==> src/rtl/sipo_pkg.sv <==
// Shared definitions for the serial-to-parallel framer: FSM state encoding
// and the bit-counter width helper.
package sipo_pkg;

  typedef enum logic [1:0] {
    IDLE   = 2'd0,
    SHIFT  = 2'd1,
    HOLD   = 2'd2,
    PARITY = 2'd3
  } state_e;

  // Counter must be able to represent 0..WIDTH.
  function automatic int unsigned cnt_width(input int unsigned w);
    return $clog2(w + 1);
  endfunction

endpackage

==> src/rtl/sipo_framer.sv <==
// Serial-to-parallel framer: start strobe opens a frame, each d_en strobe
// shifts one bit in (MSB first), the completed word is held under a
// valid/ready handshake with a sticky overrun flag.
// Optional feature: define SIPO_PARITY_EN to sample a trailing even-parity
// bit and report parity_err with the held word.
module sipo_framer
  import sipo_pkg::*;
#(
  parameter int unsigned WIDTH = 8
) (
  input  logic             clk,
  input  logic             rst_n,
  input  logic             d_in,
  input  logic             d_en,
  input  logic             start,
  input  logic             data_ready,
  output logic [WIDTH-1:0] data_out,
  output logic             data_valid,
  output logic             busy,
  output logic             overrun,
  output logic             parity_err
);

  localparam int unsigned CW = cnt_width(WIDTH);

  state_e           state_q, state_d;
  logic [CW-1:0]    cnt_q, cnt_d;
  // Only WIDTH-1 bits need to be kept; the incoming bit completes the word.
  logic [WIDTH-2:0] shreg_q, shreg_d;
  logic [WIDTH-1:0] data_out_q, data_out_d;
  logic             data_valid_q, data_valid_d;
  logic             busy_q, busy_d;
  logic             overrun_q, overrun_d;
  logic [WIDTH-1:0] next_word;

`ifdef SIPO_PARITY_EN
  logic             parity_err_q, parity_err_d;
`endif

  assign next_word = {shreg_q, d_in};

  // Next-state, datapath and registered-output computation.
  always_comb begin
    state_d      = state_q;
    cnt_d        = cnt_q;
    shreg_d      = shreg_q;
    data_out_d   = data_out_q;
    data_valid_d = data_valid_q;
    overrun_d    = overrun_q;
`ifdef SIPO_PARITY_EN
    parity_err_d = parity_err_q;
`endif

    unique case (state_q)
      IDLE: begin
        if (start) begin
          state_d = SHIFT;
          cnt_d   = '0;
        end
      end

      SHIFT: begin
        if (d_en) begin
          shreg_d = next_word[WIDTH-2:0];
          cnt_d   = cnt_q + CW'(1);
          if (cnt_q == CW'(WIDTH - 1)) begin
            data_out_d = next_word;
`ifdef SIPO_PARITY_EN
            state_d    = PARITY;
`else
            state_d      = HOLD;
            data_valid_d = 1'b1;
`endif
          end
        end
      end

`ifdef SIPO_PARITY_EN
      PARITY: begin
        if (d_en) begin
          // data_out_q already holds the completed word here.
          parity_err_d = (^data_out_q) ^ d_in;
          data_valid_d = 1'b1;
          state_d      = HOLD;
        end
      end
`endif

      HOLD: begin
        if (data_ready) begin
          state_d      = IDLE;
          data_valid_d = 1'b0;
          overrun_d    = start;
        end else if (start) begin
          overrun_d = 1'b1;
        end
      end

      default: state_d = IDLE;
    endcase

    busy_d = (state_d == SHIFT) || (state_d == PARITY);
  end

  // State and output registers, asynchronously cleared.
  always_ff @(posedge clk or negedge rst_n) begin
    if (!rst_n) begin
      state_q      <= IDLE;
      cnt_q        <= '0;
      shreg_q      <= '0;
      data_out_q   <= '0;
      data_valid_q <= 1'b0;
      busy_q       <= 1'b0;
      overrun_q    <= 1'b0;
    end else begin
      state_q      <= state_d;
      cnt_q        <= cnt_d;
      shreg_q      <= shreg_d;
      data_out_q   <= data_out_d;
      data_valid_q <= data_valid_d;
      busy_q       <= busy_d;
      overrun_q    <= overrun_d;
    end
  end

`ifdef SIPO_PARITY_EN
  // Parity flag register, loaded alongside data_valid.
  always_ff @(posedge clk or negedge rst_n) begin
    if (!rst_n) begin
      parity_err_q <= 1'b0;
    end else begin
      parity_err_q <= parity_err_d;
    end
  end

  assign parity_err = parity_err_q;
`else
  assign parity_err = 1'b0;
`endif

  assign data_out   = data_out_q;
  assign data_valid = data_valid_q;
  assign busy       = busy_q;
  assign overrun    = overrun_q;

endmodule

==> config.mk <==
export PLATFORM = sky130hd
export DESIGN_NAME = sipo_framer
export DESIGN_NICKNAME = d
export VERILOG_FILES = /design/src/rtl/sipo_pkg.sv /design/src/rtl/sipo_framer.sv
export SDC_FILE = /design/constraint.sdc
export NUM_CORES = 1
export LEC_CHECK = 0
export ABC_AREA = 1
export ABC_CLOCK_PERIOD_IN_PS = 1400
export CORE_MARGIN = 3
export CORE_UTILIZATION = 49
export DETAILED_ROUTE_END_ITERATION = 10
export PLACE_DENSITY_LB_ADDON = 0.12
export SLEW_MARGIN = 20
export SYNTH_ARGS = -nofsm -noshare
export SYNTH_HDL_FRONTEND = slang
export SYNTH_SLANG_ARGS = --single-unit
==> constraint.sdc <==
create_clock -name clk -period 1.4 [get_ports clk]
set_input_delay 0.21 -clock clk [delete_from_list [all_inputs] [get_ports clk]]
set_output_delay 0.21 -clock clk [all_outputs]
set_load 0.02 [all_outputs]
==> metrics.txt, run 1 <==
DRT Wirelength=1722 um; input/output buffers=16; vias in the first global route=749; height of the die=50.40 um; clock slew at reported path FFs=130 ps; Max Fclk=733.1 MHz; critical path data required time=1610 ps; gr usage total=15.91%; commonest non-fill, non-tap cells in the layout=nand2_1 (44), dfrtp_1 (23), dlygate4sd2_1 (11); CTS sink cnt=23; initial antenna violation count=0; mux cell area share after synthesis=0%; cts bufs inserted=3; most common cell after layout, fill and taps aside=nand2_1; CTS root buffer=clkbuf_4; Total Die Area=2540 um2; gp weighted congestion=0.7753; Post-Layout Cell Count=156; worst setup margin=35.94 ps; critical path class=reg2reg; syn_nets=113; Core Region=1802 um2; placement row count=15; Worst Reg-to-Reg Cells=6; final hold viol count=0; Pre-Repair DR Iteration Count=4; pins over their slew limit=0; IR Drop Worst-Case VDD=1031 uV; xor and xnor area share after synthesis=0.9067%; Synth cell types=16; pin count of the biggest net entering global routing=24; Yosys top cell area share=59.59%; Reg area=~580 um2; Post-Syn Area=965.9 um2; Yosys reg bits=23; Synth Warn #=0; # diodes=0; Post-Route Setup TNS=0 ps; Synth Area in Simple Gates=28.24%; Synth Instances=106; CP Launch Type=flop; pwr dens=about 1800 nW/um2; total placed cells including tap cells=149; maximum buffer depth of the clock tree=2; main combinational cell family by area after synthesis=simple AND/OR/NAND/NOR gates; I/O Pins=18; Synth-to-Final Area Change=26.42%; worst slack, placed=25.53 ps; share of layout cells above drive strength 1=a little under an eighth; Max Fanout on Critical Path=10; hold crit path type=in2async; multi-input logic area=approximately 360 um2; detailed-route wire length per cell=11.04 um; antenna-violating nets left=0; die width=50.40 um; via count=760; post-synthesis sequential area ratio=59.59%; GRT overflow=0; Yosys top cell by area=dfrtp_1; Final Cycle Share=97.43%; post-cts hold buffer count=0; H-tree lvl count=1; final setup vio count=0; Leakage Power=0.6841 nW; Syn Area/Cell=around 9.1 um2; Compound-Gate Fraction of Synth Area=roughly 4.7%; max cap viols=0; Fill cells=159; first-iteration detailed-routing DRC count=20; DRC viols=0; Initial Util=53.61%; CTS tree=built; RSZ-0062 raised after global routing=true; clk_lat worst skew=300 ps; status=finished clean; first-pass GRT wire length=between 3000 and 4000 um; Synth area leaders=dfrtp_1 (60%), nand2_1 (17%), nand3_1 (4.1%); clk_skew=4.556 ps; Synth Area in Adders=1.295%; Critical Path AT=1570 ps; Setup crit end kind=flop; Via density=4.872; Power Total=2.228 mW; hpwl dp=1281 um; fin crit period=1364 ps; net count reported at finish=139
==> critical path: stages, from the launching register on <==
cell	delay [ps]
dfrtp_1	420
ha_2	200
nand3b_1	240
nor2_8	240
inv_6	60
nand2_1	60
nand2_1	50
==> final timing paths <==
check | from | endpoint | slack [ps]
max | cnt_q[0]$_DFFE_PN0P_ | data_out[6]$_DFFE_PN0P_ | 40
max in group asynchronous | rst_n | shreg_q[1]$_DFFE_PN0P_ | 940
min reg2reg | data_out[7]$_DFFE_PN0P_ | data_out[7]$_DFFE_PN0P_ | 480
min | rst_n | data_valid$_DFFE_PN0P_ | 240
max reg2reg | cnt_q[0]$_DFFE_PN0P_ | data_out[6]$_DFFE_PN0P_ | 40
min in group clk | start | overrun$_DFFE_PN0P_ | 480
==> registers in the layout, summed over array words and instances, names as in the netlist <==
name and count:
data_out 8, shreg_q 7, cnt_q 4, busy 1, data_valid 1, overrun 1, state_q 1
==> synth_stat cells <==
cell type and number:
inv_4 1, conb_1 1, nand3_1 8, buf_4 2
nand2_1 44, nand3_4 1, a21oi_1 2, o21ai_0 4
xor2_1 1, nor2_1 6, ha_1 1, dfrtp_1 23
o21ai_1 3, nand3b_1 1, inv_1 7, nor2_8 1
==> stage by stage <==
stage / instance area, um2 / utilization [%] / hold slack (ps)
2_1_floorplan: 965.9 / - / -85.59
3_3_place_gp: 1172 / 65.07 / 455.5
3_5_place_dp: 1172 / 65.07 / 459.2
4_1_cts: 1186 / 65.83 / 244.0
5_1_grt: 1221 / 67.78 / 268.0
6_report: 1221 / 67.78 / 239.8
==> layer usage <==
metal	global-route usage (%)	part of all wire (%)	wire length [um]	up-vias
met5	0	0	0	-
met3	4.154	4.8	82	2
met4	5.830	0.87	15	0
met2	27.39	49	839	17
li1	-	-	-	387
met1	18.99	45	783	354
==> cells by family after synthesis <==
| family | after synthesis |
|---|---|
| buffers and inverters | 10 |
| flip-flops | 23 |
| other | 1 |
| AO/OA/AOI/OAI | 9 |
| AND/OR/NAND/NOR | 61 |
| XOR/XNOR | 1 |
| adder cells (fa/ha/maj) | 1 |
==> cell type report <==
cell class / count / area share (%)
clock buffers: 3 / 1.844
clock inverters: 1 / 0.4098
inverters: 8 / 2.869
multi-input cells: 74 / 29.20
flip-flops and latches: 23 / 47.13
well taps: 25 / 2.561
repair buffers: 22 / 15.98
==> power by group <==
group | leakage [nW] | total, mW | switching, mW | internal [mW]
sequential | 0.293 | 1.09 | 0.172 | 0.919
combinational | 0.373 | 0.837 | 0.500 | 0.337
clock | 0.0177 | 0.300 | 0.193 | 0.106
==> what timing repair did <==
item                                    in CTS  in global routing
setup buffers                                0                  2
endpoints found under the hold margin        0                  0
pin swaps                                    0                  3
gates cloned                                 0                  1
resized for setup                           11                  3
endpoints found under the setup margin      11                  8
(Power assumes the default switching activity.)
==> run 2: changes to the inputs <==
--- a/config.mk
+++ b/config.mk
@@ -10,6 +10,7 @@
 export CORE_MARGIN = 3
 export CORE_UTILIZATION = 49
 export DETAILED_ROUTE_END_ITERATION = 10
+export HOLD_SLACK_MARGIN = 0.05
 export PLACE_DENSITY_LB_ADDON = 0.12
 export SLEW_MARGIN = 20
 export SYNTH_ARGS = -nofsm -noshare
==> results of run 2 <==
Final layout, timing and power as in run 1 (identical DEF).
==> run 3: changes to the inputs <==
--- a/config.mk
+++ b/config.mk
@@ -6,7 +6,7 @@
 export NUM_CORES = 1
 export LEC_CHECK = 0
 export ABC_AREA = 1
-export ABC_CLOCK_PERIOD_IN_PS = 1400
+export ABC_CLOCK_PERIOD_IN_PS = 1500
 export CORE_MARGIN = 3
 export CORE_UTILIZATION = 49
 export DETAILED_ROUTE_END_ITERATION = 10
==> constraint.sdc (replaced) <==
create_clock -name clk -period 1.5 [get_ports clk]
set_input_delay 0.225 -clock clk [delete_from_list [all_inputs] [get_ports clk]]
set_output_delay 0.225 -clock clk [all_outputs]
set_load 0.02 [all_outputs]
==> metrics.txt, run 3 (synthesis gave the netlist of run 1 again) <==
status=finished clean; die width=50.40 um (unchanged); most common cell after layout, fill and taps aside=nand2_1; first-iteration detailed-routing DRC count=8 (-60%); pin count of the biggest net entering global routing=24 (unchanged); gp weighted congestion=0.7734 (-0.25%); Post-Route Setup TNS=0 ps (unchanged); FF-to-FF Start=cnt_q[0]$_DFFE_PN0P_; CP Launch Type=flop; Max Fanout on Critical Path=10 (unchanged); H-tree lvl count=1 (unchanged); antenna-violating nets left=0 (unchanged); Total Die Area=2540 um2 (unchanged); worst setup margin=179.0 ps (+143.1 ps); cell mode on critical path=nand2_1; Leakage Power=0.6680 nW (-2.4%); pins over their slew limit=0 (unchanged); share of layout cells above drive strength 1=7.874% (-3.6 points); clk_lat worst skew=310 ps (about the same); setup slack, reg-to-reg=180 ps (+140 ps); CTS tree=built; pwr dens=1729 nW/um2 (-5.2%); clock slew at reported path FFs=130 ps (about the same); Final Cycle Share=88.07% (-9.4 points); CTS sink cnt=23 (unchanged); final setup vio count=0 (unchanged); detailed-route wire length per cell=11.36 um (+2.9%); slowest cell on the critical path=dfrtp_1; Worst Reg-to-Reg Cells=6 (unchanged); final hold viol count=0 (unchanged); fin crit period=1321 ps (-43.06 ps); Final Cell Area=1179 um2 (-3.5%); Critical Path AT=1540 ps (-30 ps); maximum buffer depth of the clock tree=2 (unchanged); via count=739 (-2.8%); cts bufs inserted=3 (unchanged); Hold WS=247.7 ps (+7.910 ps); IR Drop Worst-Case VDD=1056 uV (+2.4%); hpwl dp=1276 um (-0.37%); commonest non-fill, non-tap cells in the layout=nand2_1 (44), dfrtp_1 (23), dlygate4sd2_1 (11); net count reported at finish=135 (-2.9%); # diodes=0 (unchanged); Core Region=1802 um2 (unchanged); placement row count=15 (unchanged); post-cts hold buffer count=0 (unchanged); Buf/Inv on CP=1 (unchanged); CP Cell Sequence=ha_1, nand3b_1, nor2_8, inv_4, nand2_1, nand2_1; critical path class=reg2reg; Fill cells=158 (-0.63%); hold crit path type=in2async; gr usage total=17.26% (+1.4 points); max reg flops=8 (unchanged); Via density=4.862 (-0.20%); Setup crit end kind=flop; clk_skew=3.716 ps (-0.8398 ps); RSZ-0062 raised after global routing=false; CP delay by family, top=simple AND/OR/NAND/NOR gates; Pre-Repair DR Iteration Count=4 (unchanged); worst slack, placed=98.16 ps (+72.63 ps); input/output buffers=16 (unchanged); Initial Util=53.61% (unchanged); DRT Wirelength=1726 um (+0.23%); first-pass GRT wire length=3236 um (+4.7%); max cap viols=0 (unchanged); CTS root buffer=clkbuf_4; vias in the first global route=768 (+2.5%); I/O Pins=18 (unchanged); critical path data required time=1720 ps (+110 ps); Synth-to-Final Area Change=22.02%; Cell Area, Placed=1165 um2 (-0.64%); Max Fclk=757.0 MHz (+3.3%); RR Endpoint=data_out[0]$_DFFE_PN0P_; initial antenna violation count=0 (unchanged); DRC viols=0 (unchanged); GRT overflow=0 (unchanged); CP max stage delay=430 ps (about the same); height of the die=50.40 um (unchanged)
## run 3: cell count changes in the layout (fill, tap and decap cells not counted)
cell	change
nor2_4	-1
buf_4	-2
ha_1	+1
buf_6	-1
inv_4	+1
inv_6	-1
ha_2	-1
## run 3: timing repair
action,4_1_cts,5_1_grt
gates resized for setup,11,0
setup endpoints to repair,11,0
buffers inserted,0,0
## run 3: worst max path at each step
stage / from / endpoint / slack [ps] / cells after the start
floorplan: cnt_q[0]$_DFFE_PN0P_ / data_out[0]$_DFFE_PN0P_ / 320 / 6
global placement: d_en / data_out[0]$_DFFE_PN0P_ / 140 / 6
global route: cnt_q[0]$_DFFE_PN0P_ / data_out[6]$_DFFE_PN0P_ / 50 / 6
detailed placement: d_en / data_out[2]$_DFFE_PN0P_ / 100 / 6
CTS: cnt_q[0]$_DFFE_PN0P_ / data_out[2]$_DFFE_PN0P_ / 160 / 6
finish: cnt_q[0]$_DFFE_PN0P_ / data_out[0]$_DFFE_PN0P_ / 180 / 6
## run 3: area by class of cell
type                            count  area (um2)  area share [%]
Tap cell                           25       31.28           2.654
Clock inverter                      1       5.005          0.4246
Inverter                            8       32.53           2.760
Sequential cell                    23       575.6           48.83
Clock buffer                        3       22.52           1.911
Timing Repair Buffer               19       168.9           14.33
Multi-Input combinational cell     73       342.8           29.09
## run 3: where the power goes
| part | leakage [nW] | internal, mW | switching [mW] |
|---|---|---|---|
| clock | 0.0177 | 0.0998 | 0.188 |
| combinational | 0.357 | 0.283 | 0.448 |
| sequential | 0.293 | 0.858 | 0.162 |
## run 3: metal layers
metal / vias to the layer above / global-route usage, % / part of all wire, % / wire length (um)
li1: 374 / - / - / -
met1: 346 / 19.46 / 45 / 771
met2: 14 / 29.35 / 48 / 828
met3: 5 / 3.858 / 4.5 / 77
met4: 0 / 10.76 / 2.8 / 49
met5: - / 0 / 0 / 0
## run 3: stage by stage
step,utilization (%),cells,total power [mW]
2_1_floorplan,-,106,1.498
3_5_place_dp,64.65,148,1.847
6_report,65.42,152,2.038
4_1_cts,65.42,152,2.057
5_1_grt,65.42,152,2.203
3_3_place_gp,64.65,148,1.813
